--- config.mk ---
export PLATFORM = sky130hd
export DESIGN_NAME = pio_target
export DESIGN_NICKNAME = d
export VERILOG_FILES = /design/src/rtl/sap1_pio_pkg.sv /design/src/rtl/pio_intr.sv /design/src/rtl/pio_target.sv
export SDC_FILE = /design/constraint.sdc
export NUM_CORES = 1
export LEC_CHECK = 0
export CAP_MARGIN = 0
export CORE_ASPECT_RATIO = 1.75
export CORE_MARGIN = 2
export CORE_UTILIZATION = 30
export CTS_CLUSTER_SIZE = 24
export DETAILED_ROUTE_END_ITERATION = 16
export PLACE_DENSITY_LB_ADDON = 0.12
export SYNTH_ARGS = -nofsm -noshare
export SYNTH_HDL_FRONTEND = slang
export SYNTH_SLANG_ARGS = --single-unit
--- constraint.sdc ---
create_clock -name clk -period 10.6 [get_ports clk]
set_input_delay 2.12 -clock clk [delete_from_list [all_inputs] [get_ports clk]]
set_output_delay 2.12 -clock clk [all_outputs]
set_load 0.005 [all_outputs]
--- src/rtl/sap1_pio_pkg.sv ---
// Shared constants for the SAP1 PIO target: register map, bit positions,
// fixed read values and the command FSM state type.
package sap1_pio_pkg;

    localparam logic [15:0] ADDR_ID        = 16'h0000;
    localparam logic [15:0] ADDR_CTRL      = 16'h0004;
    localparam logic [15:0] ADDR_STATUS    = 16'h0008;
    localparam logic [15:0] ADDR_SCRATCH   = 16'h000C;
    localparam logic [15:0] ADDR_INT_STAT  = 16'h0010;
    localparam logic [15:0] ADDR_INT_EN    = 16'h0014;
    localparam logic [15:0] ADDR_ERR_ADDR  = 16'h0018;
    localparam logic [15:0] ADDR_CYCLE_CNT = 16'h001C;

    localparam logic [31:0] ID_VALUE      = 32'h5A50_0001;
    localparam logic [31:0] UNMAPPED_DATA = 32'hDEAD_BEEF;

    localparam int CTRL_RUN_BIT  = 0;
    localparam int CTRL_STEP_BIT = 1;
    localparam int STAT_HALT_BIT = 0;
    localparam int STAT_RUN_BIT  = 1;
    localparam int INT_HALT_BIT  = 0;
    localparam int INT_UNMAP_BIT = 1;
    localparam int INT_OVR_BIT   = 2;
    localparam int INT_W         = 3;

    typedef enum logic [1:0] {
        ST_IDLE = 2'd0,
        ST_ACC  = 2'd1,
        ST_RESP = 2'd2
    } state_e;

endpackage

--- src/rtl/pio_intr.sv ---
// Interrupt block: halt rising-edge detect, W1C INT_STAT, INT_EN and the
// registered irq output. Hardware set wins over a same-cycle W1C clear.
module pio_intr
    import sap1_pio_pkg::*;
(
    input  logic              clk,
    input  logic              reset_n,
    input  logic              halt_i,
    input  logic              set_unmap_i,
    input  logic              set_ovr_i,
    input  logic              clr_wr_i,
    input  logic              en_wr_i,
    input  logic [INT_W-1:0]  wdata_i,
    output logic [INT_W-1:0]  int_stat_o,
    output logic [INT_W-1:0]  int_en_o,
    output logic              irq_o
);
    logic              halt_q, halt_prev_q, halt_rise;
    logic [INT_W-1:0]  stat_q, stat_d, en_q, en_d, set_vec, clr_vec;
    logic              irq_q;

    assign halt_rise = halt_q & ~halt_prev_q;

    always_comb begin
        set_vec                = '0;
        set_vec[INT_HALT_BIT]  = halt_rise;
        set_vec[INT_UNMAP_BIT] = set_unmap_i;
        set_vec[INT_OVR_BIT]   = set_ovr_i;
        clr_vec                = clr_wr_i ? wdata_i : '0;
        stat_d                 = (stat_q & ~clr_vec) | set_vec;
        en_d                   = en_wr_i ? wdata_i : en_q;
    end

    always_ff @(posedge clk) begin
        if (!reset_n) begin
            halt_q      <= 1'b0;
            halt_prev_q <= 1'b0;
            stat_q      <= '0;
            en_q        <= '0;
            irq_q       <= 1'b0;
        end else begin
            halt_q      <= halt_i;
            halt_prev_q <= halt_q;
            stat_q      <= stat_d;
            en_q        <= en_d;
            irq_q       <= |(stat_q & en_q);
        end
    end

    assign int_stat_o = stat_q;
    assign int_en_o   = en_q;
    assign irq_o      = irq_q;

endmodule

--- src/rtl/pio_target.sv ---
// SAP1 PIO register target: three-state command FSM, register decode and
// core control. Optional CYCLE_CNT register enabled by SAP1_PIO_CYCLE_CNT_EN.
module pio_target
    import sap1_pio_pkg::*;
(
    input  logic        clk,
    input  logic        reset_n,
    input  logic        pio_cmd_vld,
    input  logic [15:0] pio_addr,
    input  logic        pio_rw,
    input  logic [31:0] pio_data_w,
    output logic        pio_rd_vld,
    output logic [31:0] pio_data_r,
    input  logic        halt_i,
    output logic        run_o,
    output logic        step_o,
    output logic        irq_o
);
    state_e        state_q, state_d;
    logic [15:0]   cmd_addr_q;
    logic          cmd_rw_q;
    logic [31:0]   cmd_wdata_q;
    logic [15:0]   word_addr;
    logic          in_acc, is_mapped, wr_hit;
    logic [31:0]   rdata;
    logic          run_q, run_d, step_q, step_d, rd_vld_q, rd_vld_d;
    logic [31:0]   data_r_q, data_r_d, scratch_q, scratch_d;
    logic [15:0]   err_addr_q, err_addr_d;
    logic [INT_W-1:0] int_stat, int_en;

    assign word_addr = {cmd_addr_q[15:2], 2'b00};
    assign in_acc    = (state_q == ST_ACC);
    assign wr_hit    = in_acc & ~cmd_rw_q & is_mapped;

    always_comb begin
        state_d = ST_IDLE;
        case (state_q)
            ST_IDLE: state_d = pio_cmd_vld ? ST_ACC : ST_IDLE;
            ST_ACC:  state_d = ST_RESP;
            ST_RESP: state_d = ST_IDLE;
            default: state_d = ST_IDLE;
        endcase
    end

    always_ff @(posedge clk) begin
        if (!reset_n) state_q <= ST_IDLE;
        else          state_q <= state_d;
    end

    // Command fields are captured only when a command is accepted in IDLE.
    always_ff @(posedge clk) begin
        if (state_q == ST_IDLE && pio_cmd_vld) begin
            cmd_addr_q  <= pio_addr;
            cmd_rw_q    <= pio_rw;
            cmd_wdata_q <= pio_data_w;
        end
    end

`ifdef SAP1_PIO_CYCLE_CNT_EN
    logic [31:0] cyc_cnt_q;

    always_ff @(posedge clk) begin
        if (!reset_n)
            cyc_cnt_q <= '0;
        else if (wr_hit && word_addr == ADDR_CYCLE_CNT)
            cyc_cnt_q <= '0;
        else if (run_q)
            cyc_cnt_q <= cyc_cnt_q + 32'd1;
    end
`endif

    always_comb begin
        rdata     = '0;
        is_mapped = 1'b1;
        case (word_addr)
            ADDR_ID:       rdata = ID_VALUE;
            ADDR_CTRL:     rdata[CTRL_RUN_BIT] = run_q;
            ADDR_STATUS: begin
                rdata[STAT_HALT_BIT] = halt_i;
                rdata[STAT_RUN_BIT]  = run_q;
            end
            ADDR_SCRATCH:  rdata = scratch_q;
            ADDR_INT_STAT: rdata[INT_W-1:0] = int_stat;
            ADDR_INT_EN:   rdata[INT_W-1:0] = int_en;
            ADDR_ERR_ADDR: rdata[15:0] = err_addr_q;
`ifdef SAP1_PIO_CYCLE_CNT_EN
            ADDR_CYCLE_CNT: rdata = cyc_cnt_q;
`endif
            default: begin
                is_mapped = 1'b0;
                rdata     = UNMAPPED_DATA;
            end
        endcase
    end

    // The read response is registered out of ACC so it appears during RESP.
    always_comb begin
        run_d      = run_q;
        step_d     = 1'b0;
        scratch_d  = scratch_q;
        err_addr_d = err_addr_q;
        rd_vld_d   = 1'b0;
        data_r_d   = '0;
        if (in_acc) begin
            if (cmd_rw_q) begin
                rd_vld_d = 1'b1;
                data_r_d = rdata;
            end
            if (!is_mapped) err_addr_d = cmd_addr_q;
        end
        if (wr_hit) begin
            case (word_addr)
                ADDR_CTRL: begin
                    run_d  = cmd_wdata_q[CTRL_RUN_BIT];
                    step_d = cmd_wdata_q[CTRL_STEP_BIT];
                end
                ADDR_SCRATCH: scratch_d = cmd_wdata_q;
                default: ;
            endcase
        end
    end

    always_ff @(posedge clk) begin
        if (!reset_n) begin
            run_q      <= 1'b0;
            step_q     <= 1'b0;
            scratch_q  <= '0;
            err_addr_q <= '0;
            rd_vld_q   <= 1'b0;
            data_r_q   <= '0;
        end else begin
            run_q      <= run_d;
            step_q     <= step_d;
            scratch_q  <= scratch_d;
            err_addr_q <= err_addr_d;
            rd_vld_q   <= rd_vld_d;
            data_r_q   <= data_r_d;
        end
    end

    pio_intr u_intr (
        .clk         (clk),
        .reset_n     (reset_n),
        .halt_i      (halt_i),
        .set_unmap_i (in_acc & ~is_mapped),
        .set_ovr_i   ((state_q != ST_IDLE) & pio_cmd_vld),
        .clr_wr_i    (wr_hit && word_addr == ADDR_INT_STAT),
        .en_wr_i     (wr_hit && word_addr == ADDR_INT_EN),
        .wdata_i     (cmd_wdata_q[INT_W-1:0]),
        .int_stat_o  (int_stat),
        .int_en_o    (int_en),
        .irq_o       (irq_o)
    );

    assign pio_rd_vld = rd_vld_q;
    assign pio_data_r = data_r_q;
    assign run_o      = run_q;
    assign step_o     = step_q;

endmodule

Yosys cells after proc, flatten, opt, wreduce, memory -nomap -nowiden
Index checks and enable logic that the tools add are counted.
- bits in registers: 143
- input bits: 53
- output and inout bits: 36
- logic and storage cells: 62
- equality and inequality tests: 7
- muxes and demuxes: 10
- bitwise logic cells: 12
- reductions and logical operators: 18
- operators with widths (operator ; number):
    $pmux 16 s3 ; 1
    $eq 14x3->1 const B ; 3
    $pmux 13 s3 ; 1
    $eq 14x2->1 const B ; 2
    $logic_not 16->1 ; 1
    $eq 14x1->1 const B ; 1
    $pmux 1 s6 ; 2
    $reduce_or 5->1 ; 2
    $reduce_and 2->1 ; 4
    $reduce_or 7->1 ; 1
    $and 3x3->3 ; 2
    $reduce_and 3->1 ; 2
    $reduce_or 3->1 ; 2
    $and 1x1->1 ; 5
    $pmux 1 s5 ; 1
    $pmux 2 s2 ; 1
    $logic_and 1x1->1 ; 3
    $mux 1 ; 3
    $mux 3 ; 1
    $not 1->1 ; 3
    $not 3->3 ; 1
    $or 3x3->3 ; 1
    $eq 2x1->1 const B ; 1
    $logic_not 2->1 ; 1
    other kinds (2) ; 2

Logic depth before layout (Yosys ltp)
- depth after elaboration: 9
- gate-level depth with buffers: 7
- mapped depth without buffers: 4

Hierarchy
Synthesis repeated with hierarchy kept, for this count alone.
- cell total of the unflattened synthesis: 447
- area total of the unflattened synthesis: 5121.2 um^2
- by module, submodules not included (module ; instances ; cells an instance ; area an instance (um^2) ; seq. area each (um^2)):
    pio_target ; 1 ; 421 ; 4812.1 ; 3173.0
    pio_intr ; 1 ; 26 ; 309.0 ; 180.2

Least setup slack after synthesis
No wires, ideal clock.
- path kind: input -> register
- start point: in pio_cmd_vld
- end point: reg cmd_addr_q[0], enable pin
- library setup time: 0.528 ns
- arrival: 5.724 ns
- required time: 10.072 ns
- path slack: 4.349 ns
- stages on the path: 1
- path buffers: 0
- cells stage by stage: nor3b_1
- longest elaborated chain between the ends: 1
- ends and longest elaborated chain (item ; RTL line ; text):
    start, declared ; pio_target.sv:8 ; input logic pio_cmd_vld,
    $logic_and 1x1->1 ; pio_target.sv:52 ; if (state_q == ST_IDLE && pio_cmd_vld) begin
    end signal, assigned ; pio_target.sv:53 ; cmd_addr_q <= pio_addr;
    end, declared ; pio_target.sv:20 ; logic [15:0] cmd_addr_q;
No other way between the ends.
A chain may end at the register's enable or synchronous reset.

Final worst setup path
- start point: in reset_n
- end point: reg data_r_q[8] (netlist: pio_data_r[8])
- longest elaborated chain between the ends: 1
- ends and longest elaborated chain (item ; RTL line ; text):
    start, declared ; pio_target.sv:7 ; input logic reset_n,
    $reduce_and 3->1 (no source line) ; -- ;
    end signal, assigned ; pio_target.sv:137 ; data_r_q <= data_r_d;
    end, declared ; pio_target.sv:27 ; logic [31:0] data_r_q, data_r_d, scratch_q, scratch_d;
No other way between the ends.

==> impl_metrics.py <==
metrics = {
    "run_status": {
        "status": "finished, final reports clean",
    },
    "power_and_ir_drop": {
        "p_sw_frac": 0.2096,
        "combPwrFrac": 0.044,
        "seqPwrFrac": 0.468,
        "power_w": 0.001289,
        "p_int_w": 0.001019,
        "clock_power_share": 0.488,
        "max-vdd-ir-drop_uv": 78.22,
        "leakage_nw": 2.277,
        "power_per_cell_area_nw_per_um2": 189.3,
        "p_sw_w": 0.0002701,
    },
    "route": {
        "drc_errors": 0,
        "drtIter0Drc": 262,
        "postRouteAntennaNets": 0,
        "drt-total-wl_um": 13700,
        "vias": 3838,
        "drt-pass1-iter-count": 5,
        "vias_per_cell": 4.871,
        "avgRoutedWirePerCell_um": 17.39,
    },
    "timing": {
        "slew_headroom": 0.1605,
        "setup_tns_ns": 0,
        "worstMarginPinSlew_ns": 1.259,
        "rsz0062_at_grt": "no",
        "fmax_mhz": 223.4,
        "finalSetupViolations": 0,
        "fin_crit_sh": 0.4223,
        "hold_violations": 0,
        "finalClockSkew_ns": 0.008984,
        "min_period_ns": 4.477,
        "finalMaxSlewViolations": 0,
    },
    "setup_path": {
        "endpoint_kind": "flop",
        "critical_path_class": "in -> reg",
        "crit_slowest_cell": "nor4_2",
        "worstPathRequired_ns": 10.94,
        "endpoint": "pio_data_r[8]",
        "worst-r2r-cell-count": 5,
        "crit_chain": "clkdlybuf4s50_1 -> buf_4 -> nand4b_1 -> nor4_2 -> nand2_1 -> nor2_1",
        "worst_path_largest_cell_delay_ns": 0.79,
        "r2r_setup_slack_ns": 7.38,
        "crit_fanout": 38,
        "r2r-end": "pio_data_r[9]",
        "cp.arrival_ns": 4.82,
        "timing.rr.start": "cmd_addr_q[3]",
        "cp-startpoint": "reset_n",
        "setup.worst_path.start_class": "primary input",
    },
    "final_layout": {
        "stdcell_area_um2": 6809,
        "antenna_cells": 0,
        "fillers": 1643,
        "final_common_cell": "dfxtp_1",
        "final_cell_mix": "dfxtp_1 (94), clkdlybuf4s50_1 (88), o21ai_0 (58)",
        "drive_above_1_share": 0.08556,
        "area_delta_synth_final_pct": 33.71,
        "fin_nets": 601,
        "multi_input_area_um2": 1588,
        "regArea_um2": 3353,
    },
    "yosys": {
        "async_reset_ff_frac": 0,
        "syn_area_um2": 5092,
        "syn-mean-instance-area_um2": 10.86,
        "synth_fp_nets": 522,
        "synth_flop_cell": "dfxtp_1",
        "synth_cells": 469,
        "ys_seq_area_frac": 0.6585,
        "yosys_warnings": 0,
        "synth_edf_count": 49,
        "synth_cell_types": 41,
        "yosys_register_bits": 143,
    },
    "die": {
        "coreArea_um2": 16790,
        "die_h_um": 176.4,
        "dieArea_um2": 18070,
        "initial_core_util": 0.3033,
        "core.rowCount": 63,
        "ioPinCount": 89,
        "dieWidth_um": 102.5,
    },
    "global_route": {
        "grt_usage": 0.1582,
        "antenna_found_initial": 0,
        "grt_overflow": 0,
        "grt_start_max_net_pins": 39,
        "grt_pass1_vias": 3996,
        "grt_pass1_wl_um": 21450,
    },
    "clocking": {
        "cts-root-buf": "clkbuf_16",
        "ctsResizeCount": 0,
        "cts.clk_slew.worst_paths_ns": 0.06,
        "tritoncts": "done",
        "hold_buffers": 0,
        "clockBufferDepth": 2,
        "htreeDepth": 4,
        "cts_buffers": 17,
        "clkLatencyLatePin_ns": 0.41,
        "clock_sinks": 143,
        "cts_setup_buffers": 0,
    },
    "hold_path": {
        "hp-class": "reg -> reg",
    },
    "place": {
        "portBuffers": 88,
        "post_dp_cell_area_um2": 6177,
        "dp_hpwl_um": 9167,
        "place.gp.congestion": 0.8597,
    },
    "run": {
        "maxCapViolations": 0,
    },
}
-- critical path: cells and delay by family --
kind          cells  cell delay (ns)
simple gates      4             1.87
buf+inv           2             0.80
-- stage by stage --
step / hold slack [ns] / utilization / cells / setup slack, ns
floorplan: 0.4285 / - / 469 / 4.349
global placement: 0.4444 / 0.3679 / 756 / 5.731
detailed placement: 0.4503 / 0.3679 / 756 / 5.635
CTS: 0.4594 / 0.4055 / 788 / 6.068
global route: 0.4762 / 0.4055 / 788 / 5.783
finish: 0.4565 / 0.4055 / 788 / 6.123
-- flip-flops by register name, indices dropped and copies added, names as in the netlist, 2 cells and up --
signal,cells
err_addr_q,16
state_q,2
cmd_addr_q,16
scratch_q,32
pio_data_r,32
u_intr.int_stat_o,3
u_intr.int_en_o,3
cmd_wdata_q,32
-- power by group through the flow --
stage	Clock, W	Sequential, W	Combinational (W)
3_5_place_dp	0	0.000614	0.0000577
4_1_cts	0.000643	0.000603	0.0000578
3_3_place_gp	0	0.000614	0.0000565
6_report	0.000629	0.000602	0.0000568
2_1_floorplan	0	0.000610	0.0000248
5_1_grt	0.000670	0.000604	0.0000618
-- Yosys cell counts, types with 7 or more instances --
cell type / n / share of area
dfxtp_1: 94 / 0.37
o21ai_0: 58 / 0.057
nand3_1: 53 / 0.052
a21oi_1: 52 / 0.051
edfxtp_1: 49 / 0.29
nand2_1: 25 / 0.018
clkbuf_1: 21 / 0.015
nor2_1: 17 / 0.013
a22oi_1: 14 / 0.021
buf_2: 11 / 0.011
o21ai_1: 8 / 0.0079
and3_1: 7 / 0.0086
nand4_1: 7 / 0.0086
-- layout make-up --
cell class / instances / share of cell area
sequential: 143 / 0.4925
multi-input combinational: 286 / 0.2332
timing repair buffer: 95 / 0.1371
clock buffer: 22 / 0.07130
tap: 227 / 0.04171
clock inverter: 10 / 0.02150
inverter: 5 / 0.002756
-- worst min path at each step --
stage / end / startpoint / slack, ns / cells past startpoint
global route: pio_data_r[27] / scratch_q[27] / 0.48 / 2
floorplan: pio_data_r[2] / scratch_q[2] / 0.43 / 2
CTS: err_addr_q[4] / err_addr_q[4] / 0.46 / 2
finish: err_addr_q[8] / err_addr_q[8] / 0.46 / 2
detailed placement: err_addr_q[8] / err_addr_q[8] / 0.45 / 2
global placement: pio_data_r[27] / scratch_q[27] / 0.44 / 2
-- cell families after synthesis --
| logic type | after synthesis | share of synthesized area |
|---|---|---|
| DFF | 143 | 0.6585 |
| muxes | 2 | 0.003931 |
| AOI/OAI and AO/OA | 146 | 0.1590 |
| buffers and inverters | 40 | 0.03219 |
| and+or+nand+nor | 138 | 0.1464 |
-- routing by layer --
| metal | track usage | wire length (µm) | up-vias | share of wire |
|---|---|---|---|---|
| li1 | - | - | 1875 | - |
| met1 | 0.1760 | 5267 | 1826 | 0.38 |
| met2 | 0.2843 | 7565 | 126 | 0.55 |
| met3 | 0.04315 | 702 | 11 | 0.051 |
| met4 | 0.05278 | 167 | 0 | 0.012 |
| met5 | 0 | 0 | - | 0 |
No activity file was read; power rests on OpenSTA's default activity.
